**config.mk**
```make
export PLATFORM = sky130hd
export DESIGN_NAME = led_sequencer
export DESIGN_NICKNAME = d
export VERILOG_FILES = /design/src/rtl/led_sequencer.sv
export SDC_FILE = /design/constraint.sdc
export NUM_CORES = 1
export LEC_CHECK = 0
export ABC_CLOCK_PERIOD_IN_PS = 3520
export BUFFER_PORTS_ARGS = -buffer_cell sky130_fd_sc_hd__buf_4
export CORE_MARGIN = 2
export CORE_UTILIZATION = 57
export DETAILED_ROUTE_END_ITERATION = 10
export PLACE_DENSITY_LB_ADDON = 0.05
export SETUP_SLACK_MARGIN = 0.15
export SKIP_CTS_REPAIR_TIMING = 1
export SLEW_MARGIN = 15
export SYNTH_ARGS = -nofsm -noshare
export SYNTH_HDL_FRONTEND = slang
export SYNTH_SLANG_ARGS = --single-unit
```
**constraint.sdc**
```tcl
create_clock -name clk -period 3.52 [get_ports clk]
set_input_delay 0.704 -clock clk [delete_from_list [all_inputs] [get_ports clk]]
set_output_delay 0.704 -clock clk [all_outputs]
set_load 0.02 [all_outputs]
```
**src/rtl/led_sequencer.sv**
```systemverilog
// led_sequencer: runs LED light patterns (blink, chase, bounce) for a commanded
// number of cycles, stepping at a rate set by a clock prescaler and a per-command
// step length.
//
// Ports:
//   clk         single clock, all logic on posedge
//   reset_n     synchronous active-low reset
//   cmd_valid   command offered
//   cmd_ready   command accepted when high together with cmd_valid (IDLE only)
//   cmd_mode    00 OFF, 01 BLINK, 10 CHASE, 11 BOUNCE
//   cmd_steps   ticks per pattern step, 0 behaves as 1
//   cmd_repeat  pattern cycles to run, 0 runs until stopped
//   stop        abort a running pattern
//   brightness  (LED_SEQ_PWM_EN only) PWM duty in 1/16ths, 0 = dark
//   led         LED drive, 1 = on
//   busy        high while a pattern runs
//   done        one-cycle pulse at completion or abort
//
// Optional feature: define LED_SEQ_PWM_EN to add the brightness input and a
// free-running 4-bit PWM counter that gates every LED bit.

module led_sequencer #(
   parameter int unsigned CLK_DIV  = 25000000,
   parameter int unsigned NUM_LEDS = 4
) (
   input  logic                clk,
   input  logic                reset_n,
   input  logic                cmd_valid,
   output logic                cmd_ready,
   input  logic [1:0]          cmd_mode,
   input  logic [7:0]          cmd_steps,
   input  logic [7:0]          cmd_repeat,
   input  logic                stop,
`ifdef LED_SEQ_PWM_EN
   input  logic [3:0]          brightness,
`endif
   output logic [NUM_LEDS-1:0] led,
   output logic                busy,
   output logic                done
);

   localparam int unsigned PresW = (CLK_DIV > 2) ? $clog2(CLK_DIV) : 1;
   localparam int unsigned PosW  = $clog2(2 * NUM_LEDS);

   localparam logic [PresW-1:0] PresLast   = PresW'(CLK_DIV - 1);
   localparam logic [PosW-1:0]  BlinkLast  = PosW'(1);
   localparam logic [PosW-1:0]  ChaseLast  = PosW'(NUM_LEDS - 1);
   localparam logic [PosW-1:0]  BounceLast = PosW'(2 * NUM_LEDS - 3);

   localparam logic [1:0] ModeOff    = 2'b00;
   localparam logic [1:0] ModeBlink  = 2'b01;
   localparam logic [1:0] ModeChase  = 2'b10;
   localparam logic [1:0] ModeBounce = 2'b11;

   typedef enum logic [1:0] {
      StIdle,
      StRun,
      StDone
   } state_e;

   state_e               state_q, state_d;
   logic [1:0]           mode_q, mode_d;
   logic [7:0]           steps_q, steps_d;
   logic [7:0]           rep_q, rep_d;
   logic [PresW-1:0]     presc_q, presc_d;
   logic [7:0]           step_cnt_q, step_cnt_d;
   logic [PosW-1:0]      pos_q, pos_d;
   logic [7:0]           cyc_q, cyc_d;
   logic [NUM_LEDS-1:0]  led_q, led_d;
   logic                 busy_q, busy_d;
   logic                 done_q, done_d;
   logic                 cmd_ready_q, cmd_ready_d;

   logic                 tick;
   logic [7:0]           step_last;
   logic [PosW-1:0]      cycle_last;
   logic [7:0]           cyc_inc;

   // Pattern value for a given position within the cycle. The position fully
   // determines the LEDs, so no separate shift/direction state is needed.
   function automatic logic [NUM_LEDS-1:0] pattern_at(input logic [1:0]      mode,
                                                      input logic [PosW-1:0] pos);
      logic [NUM_LEDS-1:0] p;
      int unsigned         idx;
      p   = '0;
      idx = 32'(pos);
      case (mode)
         ModeBlink: p = (pos == '0) ? '1 : '0;
         ModeChase: begin
            for (int unsigned i = 0; i < NUM_LEDS; i++) p[i] = (i == idx);
         end
         ModeBounce: begin
            // Positions past the top bit walk back down: N -> N-2, ..., 2N-3 -> 1.
            if (idx >= NUM_LEDS) idx = 2 * NUM_LEDS - 2 - idx;
            for (int unsigned i = 0; i < NUM_LEDS; i++) p[i] = (i == idx);
         end
         default: p = '0;
      endcase
      return p;
   endfunction

   always_comb begin
      case (mode_q)
         ModeBlink:  cycle_last = BlinkLast;
         ModeChase:  cycle_last = ChaseLast;
         ModeBounce: cycle_last = BounceLast;
         default:    cycle_last = BlinkLast;
      endcase
   end

   assign tick      = (state_q == StRun) && (presc_q == PresLast);
   assign step_last = (steps_q == 8'd0) ? 8'd0 : (steps_q - 8'd1);
   assign cyc_inc   = cyc_q + 8'd1;

   always_comb begin
      state_d    = state_q;
      mode_d     = mode_q;
      steps_d    = steps_q;
      rep_d      = rep_q;
      presc_d    = presc_q;
      step_cnt_d = step_cnt_q;
      pos_d      = pos_q;
      cyc_d      = cyc_q;
      led_d      = led_q;

      unique case (state_q)
         StIdle: begin
            if (cmd_valid) begin
               mode_d     = cmd_mode;
               steps_d    = cmd_steps;
               rep_d      = cmd_repeat;
               presc_d    = '0;
               step_cnt_d = '0;
               pos_d      = '0;
               cyc_d      = '0;
               led_d      = pattern_at(cmd_mode, '0);
               state_d    = (cmd_mode == ModeOff) ? StDone : StRun;
            end
         end

         StRun: begin
            // stop wins over any step advance on the same edge.
            if (stop) begin
               state_d = StDone;
            end else begin
               presc_d = tick ? '0 : (presc_q + PresW'(1));
               if (tick) begin
                  if (step_cnt_q == step_last) begin
                     step_cnt_d = '0;
                     if (pos_q == cycle_last) begin
                        pos_d = '0;
                        cyc_d = cyc_inc;
                        if ((rep_q != 8'd0) && (cyc_inc == rep_q)) state_d = StDone;
                     end else begin
                        pos_d = pos_q + PosW'(1);
                     end
                     led_d = pattern_at(mode_q, pos_d);
                  end else begin
                     step_cnt_d = step_cnt_q + 8'd1;
                  end
               end
            end
         end

         StDone: state_d = StIdle;

         default: state_d = StIdle;
      endcase

      // Outputs are registered and follow the state being entered.
      cmd_ready_d = (state_d == StIdle);
      busy_d      = (state_d == StRun);
      done_d      = (state_d == StDone);
      if (state_d != StRun) led_d = '0;
   end

   always_ff @(posedge clk) begin
      if (!reset_n) begin
         state_q     <= StIdle;
         mode_q      <= ModeOff;
         steps_q     <= '0;
         rep_q       <= '0;
         presc_q     <= '0;
         step_cnt_q  <= '0;
         pos_q       <= '0;
         cyc_q       <= '0;
         led_q       <= '0;
         busy_q      <= 1'b0;
         done_q      <= 1'b0;
         cmd_ready_q <= 1'b1;
      end else begin
         state_q     <= state_d;
         mode_q      <= mode_d;
         steps_q     <= steps_d;
         rep_q       <= rep_d;
         presc_q     <= presc_d;
         step_cnt_q  <= step_cnt_d;
         pos_q       <= pos_d;
         cyc_q       <= cyc_d;
         led_q       <= led_d;
         busy_q      <= busy_d;
         done_q      <= done_d;
         cmd_ready_q <= cmd_ready_d;
      end
   end

   assign cmd_ready = cmd_ready_q;
   assign busy      = busy_q;
   assign done      = done_q;

`ifdef LED_SEQ_PWM_EN
   logic [3:0] pwm_cnt_q, pwm_cnt_d;

   assign pwm_cnt_d = pwm_cnt_q + 4'd1;

   always_ff @(posedge clk) begin
      if (!reset_n) pwm_cnt_q <= 4'd0;
      else          pwm_cnt_q <= pwm_cnt_d;
   end

   assign led = led_q & {NUM_LEDS{pwm_cnt_q < brightness}};
`else
   assign led = led_q;
`endif

endmodule
```
Word-level counts from Yosys, hierarchy flattened
Index checks and enable logic that the tools add are counted.
{"block": "totals", "input_bits": 22, "out_inout_bits": 7, "mem_bits_ro": 0, "latchBits": 0, "memories": 0, "wordCells": 110, "ramBits": 0, "reg_bits": 71}
{"block": "op_classes", "bitwise_logic": 1, "n_mux": 48, "add_sub_neg": 6, "order_cmp": 1, "n_mul": 0, "shifts": 0, "reduce_logical": 17, "n_eq_ne": 25, "n_div": 0}
{"cell": "two-way mux 32 bit", "count": 6}
{"cell": "two-way mux 25 bit", "count": 3}
{"cell": "two-way mux 8 bit", "count": 9}
{"cell": "== test 2 x 32 -> 1 bit (first input constant)", "count": 2}
{"cell": "case mux 25 bit (2 select lines)", "count": 1}
{"cell": "== test 1 x 32 -> 1 bit (first input constant)", "count": 1}
{"cell": "logical NOT 32 bit", "count": 1}
{"cell": "case mux 8 bit (2 select lines)", "count": 2}
{"cell": "two-way mux 3 bit", "count": 9}
{"cell": "adder 25 x 1 -> 25 bit (second input constant)", "count": 1}
{"cell": "== test 25 bit (second input constant)", "count": 1}
{"cell": "two-way mux 4 bit", "count": 5}
{"cell": "adder 8 x 1 -> 8 bit (second input constant)", "count": 2}
{"cell": "== test 8 bit", "count": 2}
{"cell": "case mux 4 bit (2 select lines)", "count": 2}
{"cell": "two-way mux 2 bit", "count": 7}
{"cell": "case mux 3 bit (2 select lines)", "count": 2}
{"cell": "case mux 4 bit (3 select lines)", "count": 1}
{"cell": "== test 2 bit (second input constant)", "count": 5}
{"cell": "== test 2 x 1 -> 1 bit (second input constant)", "count": 4}
{"cell": "logical NOT 8 bit", "count": 1}
{"cell": "nonzero test 8 bit", "count": 1}
{"cell": "subtractor 8 x 1 -> 8 bit (second input constant)", "count": 1}
{"cell": "== test 2 x 3 -> 1 bit (first input constant)", "count": 2}
{"cell": "other kinds (19)", "count": 27}

Logic depth before layout (Yosys ltp)
{"block": "logic_depth", "ltp_word": 21, "depth_mapped": 13}

Worst setup path after synthesis
No wires, ideal clock.
{"block": "synth_timing", "path_type": "flip-flop to flip-flop", "startpoint": "reg steps_q[0]", "endpoint": "reg cyc_q[2]", "path_buffers": 2, "setup_slack_ns": 0.909, "period_less_slack_ns": 2.611, "path_stages_with_launch": 12, "arrival_time_ns": 2.473, "path_cell_list": "dfxtp_1 -> clkbuf_1 -> inv_1 -> ha_1 -> buf_2 -> xnor2_1 -> a21oi_1 -> o32a_1 -> a211oi_2 -> nand4_1 -> o211ai_1 -> a31oi_1"}
{"block": "synth_via", "elab_chain_len": 5, "elab_cells_between_ends": 6, "classes_between": "add/sub: 1; eq/ne: 2; mux: 1; reduce/logical: 2"}
{"item": "start, declared", "line": "63", "text": "logic [7:0] steps_q, steps_d;"}
{"item": "start signal, assigned", "line": "194", "text": "steps_q <= steps_d;"}
{"item": "subtractor 8 x 1 -> 8 bit or logical NOT 8 bit (tied branches)", "line": "112", "text": "assign step_last = (steps_q == 8'd0) ? 8'd0 : (steps_q - 8'd1);"}
{"item": "two-way mux 8 bit *", "line": "112"}
{"item": "== test 8 bit *", "line": "148", "text": "if (step_cnt_q == step_last) begin"}
{"item": "!= test 2 x 1 -> 1 bit (no source line) *"}
{"item": "AND reduction 6 bit (no source line) *"}
{"item": "end signal, assigned", "line": "199", "text": "cyc_q <= cyc_d;"}
{"item": "end, declared", "line": "68", "text": "logic [7:0] cyc_q, cyc_d;"}
Every way passes the cells marked *; elsewhere a longest branch is shown, timed or not.
A chain may end at the register's enable or synchronous reset.

Final worst setup path
{"block": "layout_timing", "startpoint": "reg steps_q[0]", "endpoint": "reg cyc_q[3]"}
The elaborated chain is that of the path after synthesis.

==> flow_metrics.py <==
metrics = {
    "outcome": {
        "status": "completed",
    },
    "yosys": {
        "synth_warnings": 0,
        "syn-cell-area_mm2": 0.00417,
        "ys_async_sr_fraction_pct": 0,
        "synth-edff-count": 0,
        "synth_most_common_cell": "nand2_1",
        "synth_commonest_cells": "79 x nand2_1, 71 x dfxtp_1, 44 x nor2_1",
        "synth_area_leaders": "dfxtp_1 34%, nand2_1 7.1%, xor2_1 4.6%",
        "syn_inst": 526,
        "synth_ff_type": "dfxtp_1",
        "synth-seq-cells": 71,
        "netlist.area_leader.share_pct": 34.1,
        "ys_seq_area_share_pct": 34.1,
        "yosysTopAreaCell": "dfxtp_1",
        "synth_area_per_cell_um2": 7.93,
        "synth.distinct_cells": 71,
        "syn_nets": 555,
    },
    "global_routing": {
        "grt.overflow.total": 0,
        "antenna_found_initial": 0,
        "grt_first_pass_wirelength_um": 16400,
        "grt_max_degree": 28,
        "grt_pass1_vias": 3524,
        "grt_usage_pct": 25.7,
    },
    "timing": {
        "setup_viol": 0,
        "finalMaxSlewViolations": 0,
        "setup_tns_ns": 0,
        "finalCritPeriodShare_pct": 84.5,
        "period_needed_ns": 2.97,
        "rsz0062_at_grt": "false",
        "finClkSkew_ns": 0.0114,
        "hold_viol_final": 0,
        "tightest_slew_ns": 0.623,
        "fmax_ghz": 0.336,
        "slew_headroom_pct": 58.1,
    },
    "detailed_routing": {
        "firstDrtPassIters": 5,
        "drcViolationCount": 0,
        "drtIter0Drc": 203,
        "wl_um": 9880,
        "final_antenna_net_count": 0,
        "wl_per_cell_um": 15.2,
        "num_vias": 3824,
        "via_per_inst": 5.87,
    },
    "worst_setup_path": {
        "worst-path-max-fanout": 11,
        "cp_top_family": "compound AO/OA/AOI/OAI gates",
        "required_ns": 3.72,
        "cp-end-kind": "flip-flop",
        "cp_slowest_cell": "o211ai_1",
        "critPathArrivalTime_ns": 3.18,
        "r2r_slack_ns": 0.55,
        "cp_cell_sequence": "inv_1 -> ha_1 -> nor4b_2 -> and2_1 -> o32a_1 -> a211oi_2 -> nand4_1 -> o211ai_1 -> a31oi_1",
        "path_buf_inv": 1,
        "cpPeakStageDelay_ns": 0.49,
        "cp-start-kind": "flip-flop",
        "worstSetupPathType": "flip-flop to flip-flop",
    },
    "placed_design": {
        "hpwl_um": 7270,
        "portBuffers": 28,
        "place.gp.congestion": 0.901,
        "placed_cell_area_mm2": 0.00445,
    },
    "floorplan": {
        "die_height_um": 89.5,
        "die_x_um": 89.5,
        "initial_core_util_pct": 58.1,
        "rows": 31,
        "coreArea_mm2": 0.00718,
        "fp.dieArea_mm2": 0.00802,
        "num_io_pins": 29,
    },
    "flow_run": {
        "cap_viol_max_count": 0,
    },
    "clock_tree": {
        "clock_sinks": 71,
        "cts.reportedPaths.clkPinSlew_ns": 0.08,
        "cts_tree": "built",
        "cts.path.max_buffers": 2,
        "cts_made_buffers": 9,
        "cts.root.buffer_cell": "clkbuf_8",
        "clock_latency_ns": 0.34,
        "cts_max_level": 3,
    },
    "power": {
        "power.share.combinational_pct": 18.4,
        "power_frac_seq_pct": 42.9,
        "p_per_area_mw_per_mm2": 431,
        "leakage_nw": 1.65,
        "ir_drop_mv": 0.299,
        "swShare_pct": 28.0,
        "power_switching_uw": 566,
        "p_clk_share_pct": 38.8,
        "internal_power_mw": 1.46,
    },
    "layout": {
        "areaGrowthSynthToFinish_pct": 12.5,
        "layout-drive-gt1-share_pct": 11.8,
        "diodes": 0,
        "nNetsFinal": 576,
        "finalInstanceArea_mm2": 0.00469,
    },
    "min_path": {
        "min_path_type": "flip-flop to flip-flop",
    },
}
power by group through the flow:
stage / Combinational, mW / Clock [mW] / Sequential (mW)
global placement: 0.359 / 0 / 0.884
detailed placement: 0.366 / 0 / 0.885
global route: 0.410 / 0.828 / 0.872
CTS: 0.368 / 0.791 / 0.866
floorplan: 0.278 / 0 / 0.873
finish: 0.372 / 0.784 / 0.868
worst min-delay path, cell delays in order (launching register included):
cell	delay, ns
dfxtp_1	0.33
nand2_1	0.05
a21boi_0	0.07
sequential cells by signal, summed over array words and instances (netlist names), 3 cells and up:
signal / flops
cyc_q: 8
steps_q: 8
pos_q: 3
led: 4
step_cnt_q: 8
presc_q: 25
rep_q: 8
through the flow:
step                      worst slack [ns]  total power [mW]  hold slack (ns)  utilization [%]  instances
final                                0.546              2.02            0.504             65.4        651
after global routing                 0.275              2.11            0.521             65.4        651
after CTS                            0.462              2.02            0.498             65.3        651
after detailed placement             0.488              1.25            0.487             62.0        635
after global placement               0.576              1.24            0.475             62.0        635
after floorplan                      0.909              1.15            0.457                -        526
per-layer routing:
layer	track usage, %	part of all wire, %	vias up
met5	0	0	-
met4	7.46	1.5	0
met3	4.52	4.9	20
met2	42.8	48	105
met1	34.1	46	1769
li1	-	-	1930
cell usage in the layout, fill, tap and decap left out, types with 5 or more instances in the layout:
cell	n
nand2_1	79
dfxtp_1	71
nor2_1	44
buf_4	35
a21oi_1	23
o21ai_0	22
xor2_1	22
nand3_1	22
xnor2_1	20
a21boi_0	19
inv_1	16
nor3_1	16
nand4_1	11
nand2b_1	9
or3_1	9
clkbuf_8	9
a31oi_1	8
and3_1	8
nor2b_1	7
ha_1	7
or4_1	5
o22ai_1	5
o211ai_1	5
kinds of logic after synthesis:
kind of cell             after synthesis  synth area share, %
AO/OA/AOI/OAI                        120                 20.2
XOR/XNOR                              43                 9.39
adder cells (fa/ha/maj)                7                 2.10
buffers and inverters                 41                 4.05
flip-flops                            71                 34.1
multiplexers                           4                0.990
AND/OR/NAND/NOR                      240                 29.2
area by class of cell:
| class | count | area (um^2) |
|---|---|---|
| clock buffer | 11 | 131 |
| tap | 99 | 124 |
| multi-input combinational | 414 | 2590 |
| fill | 644 | 2480 |
| clock inverter | 5 | 106 |
| sequential | 71 | 1420 |
| inverter | 16 | 60.1 |
| timing repair buffer | 35 | 263 |
final timing paths:
check             start       end  cells after the start
max          steps_q[0]  cyc_q[3]                      9
min            rep_q[5]  rep_q[5]                      2
max reg2reg  steps_q[0]  cyc_q[3]                      9
min reg2reg    rep_q[5]  rep_q[5]                      2
(Power assumes the default switching activity.)
